`src/rtl/wb_arbiter_pkg.sv`:
```
// Shared Wishbone bus constants and helpers for the arbiter and its fabric peers.
// Field widths are fixed by the bus; clog2 sizes grant and watchdog registers.
package wb_arbiter_pkg;

    localparam int WB_AW   = 32;
    localparam int WB_DW   = 32;
    localparam int WB_SW   = 4;
    localparam int WB_CTIW = 3;
    localparam int WB_BTEW = 2;

    typedef enum logic {
        ST_IDLE = 1'b0,
        ST_BUSY = 1'b1
    } arb_state_e;

    function automatic int clog2(input int value);
        int r;
        r = 0;
        for (int i = 0; i < 31; i++) begin
            if ((1 << i) < value) r = i + 1;
        end
        return r;
    endfunction

endpackage

```
`src/rtl/wb_arbiter_rr_priority.sv`:
```
// Combinational round-robin picker: first requester after `last`, wrapping modulo N.
module rr_priority #(
    parameter int N  = 2,
    parameter int GW = 1
) (
    input  logic [N-1:0]  req,
    input  logic [GW-1:0] last,
    output logic [GW-1:0] sel,
    output logic          valid
);

    logic [GW-1:0] idx;

    // Scan from the farthest candidate back to last+1 so the nearest hit is written last and wins.
    always_comb begin
        sel   = last;
        valid = 1'b0;
        idx   = '0;
        for (int k = N; k >= 1; k--) begin
            idx = GW'((int'(last) + k) % N);
            if (req[idx]) begin
                sel   = idx;
                valid = 1'b1;
            end
        end
    end

endmodule

```
`src/rtl/wb_arbiter.sv`:
```
// N-to-1 Wishbone B4 arbiter: grant held for a whole cyc tenure, round-robin between tenures,
// optional watchdog that terminates a silent slave with a one-cycle err.
module wb_arbiter
    import wb_arbiter_pkg::*;
#(
    parameter int NMASTERS = 2,
    parameter int TIMEOUT  = 0
) (
    input  logic                          clk_i,
    input  logic                          rst_i,
    input  logic [NMASTERS*WB_AW-1:0]     master_addr,
    input  logic [NMASTERS*WB_DW-1:0]     master_wdata,
    input  logic [NMASTERS*WB_SW-1:0]     master_sel,
    input  logic [NMASTERS-1:0]           master_we,
    input  logic [NMASTERS-1:0]           master_cyc,
    input  logic [NMASTERS-1:0]           master_stb,
    input  logic [NMASTERS*WB_CTIW-1:0]   master_cti,
    input  logic [NMASTERS*WB_BTEW-1:0]   master_bte,
    output logic [WB_DW-1:0]              master_rdata,
    output logic [NMASTERS-1:0]           master_ack,
    output logic [NMASTERS-1:0]           master_err,
    output logic [WB_AW-1:0]              slave_addr,
    output logic [WB_DW-1:0]              slave_wdata,
    output logic [WB_SW-1:0]              slave_sel,
    output logic                          slave_we,
    output logic                          slave_cyc,
    output logic                          slave_stb,
    output logic [WB_CTIW-1:0]            slave_cti,
    output logic [WB_BTEW-1:0]            slave_bte,
    input  logic [WB_DW-1:0]              slave_rdata,
    input  logic                          slave_ack,
    input  logic                          slave_err
);

    localparam int GW = (clog2(NMASTERS) < 1) ? 1 : clog2(NMASTERS);

    arb_state_e    state_q;
    logic [GW-1:0] grant_q;
    logic [GW-1:0] last_q;
    logic [GW-1:0] pick;
    logic          pick_vld;
    logic          busy;
    logic          tmo_err;

    rr_priority #(
        .N  (NMASTERS),
        .GW (GW)
    ) u_rr (
        .req   (master_cyc),
        .last  (last_q),
        .sel   (pick),
        .valid (pick_vld)
    );

    assign busy         = (state_q == ST_BUSY);
    assign master_rdata = slave_rdata;

    // cyc/stb gated by BUSY so an asynchronous reset drops them without waiting for a clock.
    always_comb begin
        slave_addr  = master_addr [int'(grant_q)*WB_AW   +: WB_AW];
        slave_wdata = master_wdata[int'(grant_q)*WB_DW   +: WB_DW];
        slave_sel   = master_sel  [int'(grant_q)*WB_SW   +: WB_SW];
        slave_cti   = master_cti  [int'(grant_q)*WB_CTIW +: WB_CTIW];
        slave_bte   = master_bte  [int'(grant_q)*WB_BTEW +: WB_BTEW];
        slave_we    = master_we[grant_q];
        slave_cyc   = busy & master_cyc[grant_q];
        slave_stb   = busy & master_stb[grant_q];
    end

    always_comb begin
        master_ack = '0;
        master_err = '0;
        if (busy) begin
            master_ack[grant_q] = slave_ack;
            master_err[grant_q] = slave_err | tmo_err;
        end
    end

    always_ff @(posedge clk_i or posedge rst_i) begin
        if (rst_i) begin
            state_q <= ST_IDLE;
            grant_q <= '0;
            last_q  <= GW'(NMASTERS - 1);
        end else begin
            case (state_q)
                ST_IDLE: begin
                    if (pick_vld) begin
                        grant_q <= pick;
                        state_q <= ST_BUSY;
                    end
                end
                ST_BUSY: begin
                    if (!master_cyc[grant_q]) begin
                        last_q  <= grant_q;
                        state_q <= ST_IDLE;
                    end
                end
                default: state_q <= ST_IDLE;
            endcase
        end
    end

    generate
        if (TIMEOUT > 0) begin : g_wdog
            localparam int CW = (clog2(TIMEOUT) < 1) ? 1 : clog2(TIMEOUT);

            logic [CW-1:0] tmo_cnt_q;
            logic [CW-1:0] tmo_cnt_d;
            logic          slave_silent;
            logic          hit;

            // slave_cyc is already low in IDLE, so this also clears the count between tenures.
            assign slave_silent = slave_cyc & slave_stb & ~slave_ack & ~slave_err;
            assign hit          = slave_silent && (tmo_cnt_q == CW'(TIMEOUT - 1));
            assign tmo_err      = hit;

            always_comb begin
                tmo_cnt_d = tmo_cnt_q + CW'(1);
                if (!slave_silent || hit) tmo_cnt_d = '0;
            end

            always_ff @(posedge clk_i or posedge rst_i) begin
                if (rst_i) tmo_cnt_q <= '0;
                else       tmo_cnt_q <= tmo_cnt_d;
            end
        end else begin : g_no_wdog
            assign tmo_err = 1'b0;
        end
    endgenerate

endmodule

```
`config.mk`:
```
export PLATFORM = sky130hd
export DESIGN_NAME = wb_arbiter
export DESIGN_NICKNAME = d
export VERILOG_FILES = /design/src/rtl/wb_arbiter_pkg.sv /design/src/rtl/wb_arbiter_rr_priority.sv /design/src/rtl/wb_arbiter.sv
export SDC_FILE = /design/constraint.sdc
export NUM_CORES = 1
export LEC_CHECK = 0
export ABC_AREA = 1
export ABC_CLOCK_PERIOD_IN_PS = 1200
export CAP_MARGIN = 20
export CORE_AREA = 2 2 116 118
export CTS_BUF_LIST = sky130_fd_sc_hd__clkbuf_4 sky130_fd_sc_hd__clkbuf_8
export DETAILED_ROUTE_END_ITERATION = 7
export DIE_AREA = 0 0 118 120
export GPL_TIMING_DRIVEN = 0
export PLACE_DENSITY = 0.62
export SLEW_MARGIN = 25
export SYNTH_ARGS = -nofsm -noshare
export SYNTH_HDL_FRONTEND = slang
export SYNTH_HIERARCHICAL = 1
export SYNTH_SLANG_ARGS = --single-unit
```
`constraint.sdc`:
```
create_clock -name clk_i -period 1.2 [get_ports clk_i]
set_input_delay 0.18 -clock clk_i [delete_from_list [all_inputs] [get_ports clk_i]]
set_output_delay 0.18 -clock clk_i [all_outputs]
set_load 0.02 [all_outputs]
```
* Word-level counts from Yosys, hierarchy flattened
Cells that the tools add are included.
** Operators by class
- Add/sub/neg operators :: 2
- Multiply operators :: 1
- Div/mod/pow operators :: 0
- Magnitude comparators :: 4
- Equal/unequal tests :: 0
- Shifts and indexed selects :: 5
- Mux-type cells :: 21
- Bitwise logic cells :: 6
- Reductions and logical operators :: 3
** Operators by type and width (count)
- $shiftx 64x7->32 :: 2
- $mux 1 :: 17
- $shiftx 8x4->4 :: 1
- $lt 1x2->1 const B :: 3
- $shiftx 6x4->3 :: 1
- $and 2x2->2 :: 2
- $mux 2 :: 2
- $reduce_and 2->1 :: 2
- $shiftx 4x3->2 :: 1
- $mul 1x2->3 const B :: 1
- $add 1x1->1 const B :: 2
- $and 1x1->1 :: 2
- $not 1->1 :: 2
- $pmux 1 s2 :: 1
- $demux 1 s1 :: 1
- $ge 1x1->1 const B :: 1
- $logic_and 1x1->1 :: 1
** Storage, ports and cells
- Flip-flop bits (word level) :: 3
- Bits in latches :: 0
- Memory bits (writable) :: 0
- ROM bits :: 0
- Output and inout bits :: 112
- Word-level logic and storage cells :: 45
- Memories :: 0

* Longest topological paths before layout
- Word-level depth :: 7
- Mapped depth :: 6
- Depth with buffers taken out :: 5

* By module
The synthesis kept the hierarchy.
** By module, submodules not included
- wb_arbiter :: instances 1, cells each 304, area an instance 1376.3 µm², sequential area each 76.3 µm²
- rr_priority :: instances 1, cells each 6, area an instance 25.0 µm², sequential area each 0.0 µm²

* Worst setup path after synthesis
No wires, ideal clock.
- Path kind :: register to output
- Start point :: register grant_q
- End point :: output port slave_stb
- Data arrival time :: 1.078 ns
- Required time :: 1.020 ns
- Setup slack :: -0.058 ns
- Stages on the path, launching flop included :: 6
- Buffers on the path :: 2
- Cell sequence :: dfrtp_1 buf_4 inv_2 buf_6 nand2_1 a21oi_1
** On the way
- Word-level cells in the longest chain between the ends :: 3
** Ends and longest elaborated chain
- start: declaration :: RTL line wb_arbiter.sv:38 : logic [GW-1:0] grant_q;
- start signal: assignment :: RTL line wb_arbiter.sv:88 : grant_q <= pick;
- $mux 1 (not written as such) (2 in a row) :: RTL line wb_arbiter.sv:67 : slave_stb = busy & master_stb[grant_q];
- $and 1x1->1 :: RTL line wb_arbiter.sv:67
- end: declaration :: RTL line wb_arbiter.sv:27 : output logic slave_stb,
Every way passes these cells. The select of a mux whose other input is x is not followed.

* Worst setup path in the final report
- Start point :: register grant_q
- End point :: output port slave_addr[11]
** On the way
- Word-level cells in the longest chain between the ends :: 1
** Ends and longest elaborated chain
- $shiftx 64x7->32 :: RTL line wb_arbiter.sv:60 : slave_addr = master_addr [int'(grant_q)*WB_AW +: WB_AW];
- end: declaration :: RTL line wb_arbiter.sv:22 : output logic [WB_AW-1:0] slave_addr,
Every way passes these cells.

==> impl_metrics.csv <==
group,metric,value,unit
logic_synthesis,synth_area,1400,um2
logic_synthesis,synthSimpleGateAreaFrac,66.6,%
critical_path,crit_top_cell,"buf_6",
power,combPwrFrac,94.3,%
detailed_routing,num_vias,2828,
logic_synthesis,synth_cell_types,13,
timing,setup_viol,80,
floorplan,dieArea,14200,um2
floorplan,rows,42,
finish,finish.utilization,39.9,%
cts,insertion_delay,0.22,ns
finish,nNetsFinal,788,
finish,area_delta_synth_final,270,%
critical_path,crit_arrival,1.40,ns
timing,drv_slew,0,
critical_path,crit_required,1.02,ns
floorplan,ios,300,
critical_path,path_max_fanout,8,
critical_path,regToRegEndpoint,"busy",
timing,layout_worst_path_cycle_share,132,%
detailed_routing,vias_per_cell,3.65,
detailed_routing,drt_iter0_drc,36,
timing,finalCriticalPeriod,1.58,ns
grt,grt_pass1_wl,13.4,mm
run,maxCapViolations,0,
timing,hold-worst-slack,0.137,ns
finish,n_antenna_cell,0,
status,violations,"setup timing",
cts,cts.sinks,3,
cts,htreeDepth,1,
critical_path,cp-start-kind,"flip-flop",
power,pwr-share-clk,3.3,%
cts,cts_tree,"built",
status,status,"complete, but fails checks",
cts,ctsLongestPathBuffers,2,
grt,grt_max_degree,11,
cts,path_clk_slew,0.03,ns
power,p_leak,2.54,nW
timing,worst_slack,-0.381,ns
detailed_routing,drt_pass1_iterations,4,
critical_path,reg2reg_depth,6,
floorplan,core,13000,um2
power,p_sw,4.61,mW
logic_synthesis,synth_seq_cells,3,
power,vdd_drop_max,0.996,mV
placement,gp_congestion,0.744,
logic_synthesis,synth_top_family_by_area,"simple AND/OR/NAND/NOR gates",
cts,cts_root_buf,"clkbuf_8",
detailed_routing,drc,0,
logic_synthesis,syn_nets,498,
timing,finalHoldViolCount,0,
power,power_switching_share,48.8,%
floorplan,die_height,120,um
worst_hold_path,min_path_type,"in2async",
finish,drive_above_1_share,41.1,%
critical_path,path_cells,"buf_6 > clkinv_8 > buf_8 > buf_6 > buf_6 > nand2_2 > nand2_2 > buf_6",
logic_synthesis,ys_seq_area_share,5.45,%
grt,grt-ovfl-total,0,
placement,port_buffers,267,
detailed_routing,routed_wl,9.77,mm
floorplan,start_util,10.8,%
logic_synthesis,yosysWarnings,6,
power,seqPwrFrac,2.3,%
timing,max_freq,633,MHz
detailed_routing,wire_per_inst,12.6,um
floorplan,die_w,118,um
logic_synthesis,avgSynthCellArea,4.52,um2
timing,rsz0062_at_grt,"true",
critical_path,reg2reg_from,"grant_q",
finish,fillers,1356,
logic_synthesis,synthAdderAreaFrac,0,%
critical_path,cp_slowest_stage_delay,0.32,ns
grt,grt_usage,11.6,%
timing,relSlewSlack,83.0,%
detailed_routing,antenna_left,0,
logic_synthesis,synth-xor-area-share,0,%
placement,pre_cts_ws,-0.777,ns
cts,cts_buffers,3,
placement,dpl.hpwl,7.52,mm
critical_path,r2r_setup_slack,0.16,ns
cts,cts-hold-fix-buffers,0,
timing,finClkSkew,0.000782,ns
grt,grt_pass1_vias,2698,
grt,antenna_found_initial,0,
power,p_int,4.83,mW
logic_synthesis,synthMuxAreaShare,0,%
logic_synthesis,syn_inst,310,
critical_path,cpMaxStageDelayCell,"dfrtp_1",
power,power.density,1820,nW/um2
critical_path,endpoint_kind,"output port",
timing,worst_pin_slew,0.255,ns
critical_path,critPathKind,"reg2out",
critical_path,critPathLaunch,"grant_q",
logic_synthesis,synth_compound_area_share,0.357,%
-- power by group through the flow --
| stage | sequential, mW | combinational (mW) | clock [mW] |
|---|---|---|---|
| after CTS | 0.208 | 7.82 | 0.322 |
| after global routing | 0.225 | 9.48 | 0.336 |
| after global placement | 0.208 | 6.67 | 0 |
| after detailed placement | 0.206 | 6.66 | 0 |
| after floorplan | 0.196 | 3.36 | 0 |
| final | 0.220 | 8.90 | 0.316 |
-- layer usage --
| metal | global-route usage, % | vias to the layer above | part of all wire (%) |
|---|---|---|---|
| met2 | 23.0 | 152 | 55 |
| li1 | - | 1454 | - |
| met5 | 0 | - | 0 |
| met4 | 1.36 | 0 | 0.37 |
| met1 | 13.0 | 1218 | 37 |
| met3 | 2.42 | 4 | 7.4 |
-- synthesized netlist by cell type --
| master | instances | area, um2 |
|---|---|---|
| or2_1 | 1 | 6.26 |
| buf_6 | 4 | 45.0 |
| nor2_1 | 5 | 18.8 |
| a21oi_1 | 1 | 5.00 |
| inv_2 | 1 | 3.75 |
| nand2_1 | 238 | 893 |
| inv_1 | 9 | 33.8 |
| dfrtp_1 | 2 | 50.1 |
| dfstp_2 | 1 | 26.3 |
| nand3_1 | 3 | 15.0 |
| buf_2 | 9 | 45.0 |
| buf_4 | 33 | 248 |
| clkbuf_1 | 3 | 11.3 |
-- registers in the layout, indices dropped and copies added (netlist names) --
| register | count |
|---|---|
| grant_q | 1 |
| busy | 1 |
| last_q | 1 |
-- logic make-up after synthesis --
group / Yosys count
AND/OR/NAND/NOR: 247
AO/OA/AOI/OAI: 1
flip-flops: 3
buffers and inverters: 59
-- layout by cell type (no fill, tap or decap), types with 2 or more instances in the layout --
master	n
buf_12	4
buf_8	3
inv_1	8
buf_2	2
nand2_2	59
dfrtp_1	2
nor2_1	5
buf_6	73
clkdlybuf4s50_1	187
nand2_1	148
clkbuf_16	4
nand3_1	2
nand2_4	31
clkbuf_8	3
clkdlybuf4s15_2	11
buf_4	47
clkbuf_4	3
-- repair_timing --
item / 4_1_cts / 5_1_grt
setup endpoints to repair: 80 / 80
resized for setup: 484 / 126
buffers inserted: 11 / 3
pin swaps: 4 / 32
cloned: 2 / 4
-- worst max path at each step --
stage,end,slack (ns)
after global routing,slave_addr[11],-0.44
after global placement,slave_wdata[1],-0.79
after floorplan,master_ack[0],-0.01
after detailed placement,slave_wdata[1],-0.78
final,slave_addr[11],-0.38
after CTS,slave_addr[12],-0.39
-- metrics by stage --
stage / cell area [um2] / total power, mW / cells / setup TNS [ns]
CTS: 4680 / 8.35 / 770 / -24.37
global placement: 4300 / 6.88 / 753 / -52.82
floorplan: 1410 / 3.56 / 310 / -0.0260
global route: 5180 / 10.0 / 775 / -29.10
detailed placement: 4300 / 6.86 / 753 / -51.57
finish: 5180 / 9.43 / 775 / -24.10
-- layout make-up --
class	count	area, um2	share of cell area [%]
multi-input combinational	248	1340	25.8
tap	176	220	4.25
clock buffer	4	48.8	0.942
buffer	48	433	8.36
inverter	10	50.0	0.966
sequential	3	76.3	1.47
timing repair buffer	286	3020	58.2
-- critical path: cells and delay by family, from the launching register on --
kind / cells / cell delay (ns)
buffers and inverters: 6 / 0.74
flip-flops: 1 / 0.32
AND/OR/NAND/NOR: 2 / 0.12
Power figures use the tool's default switching activity.
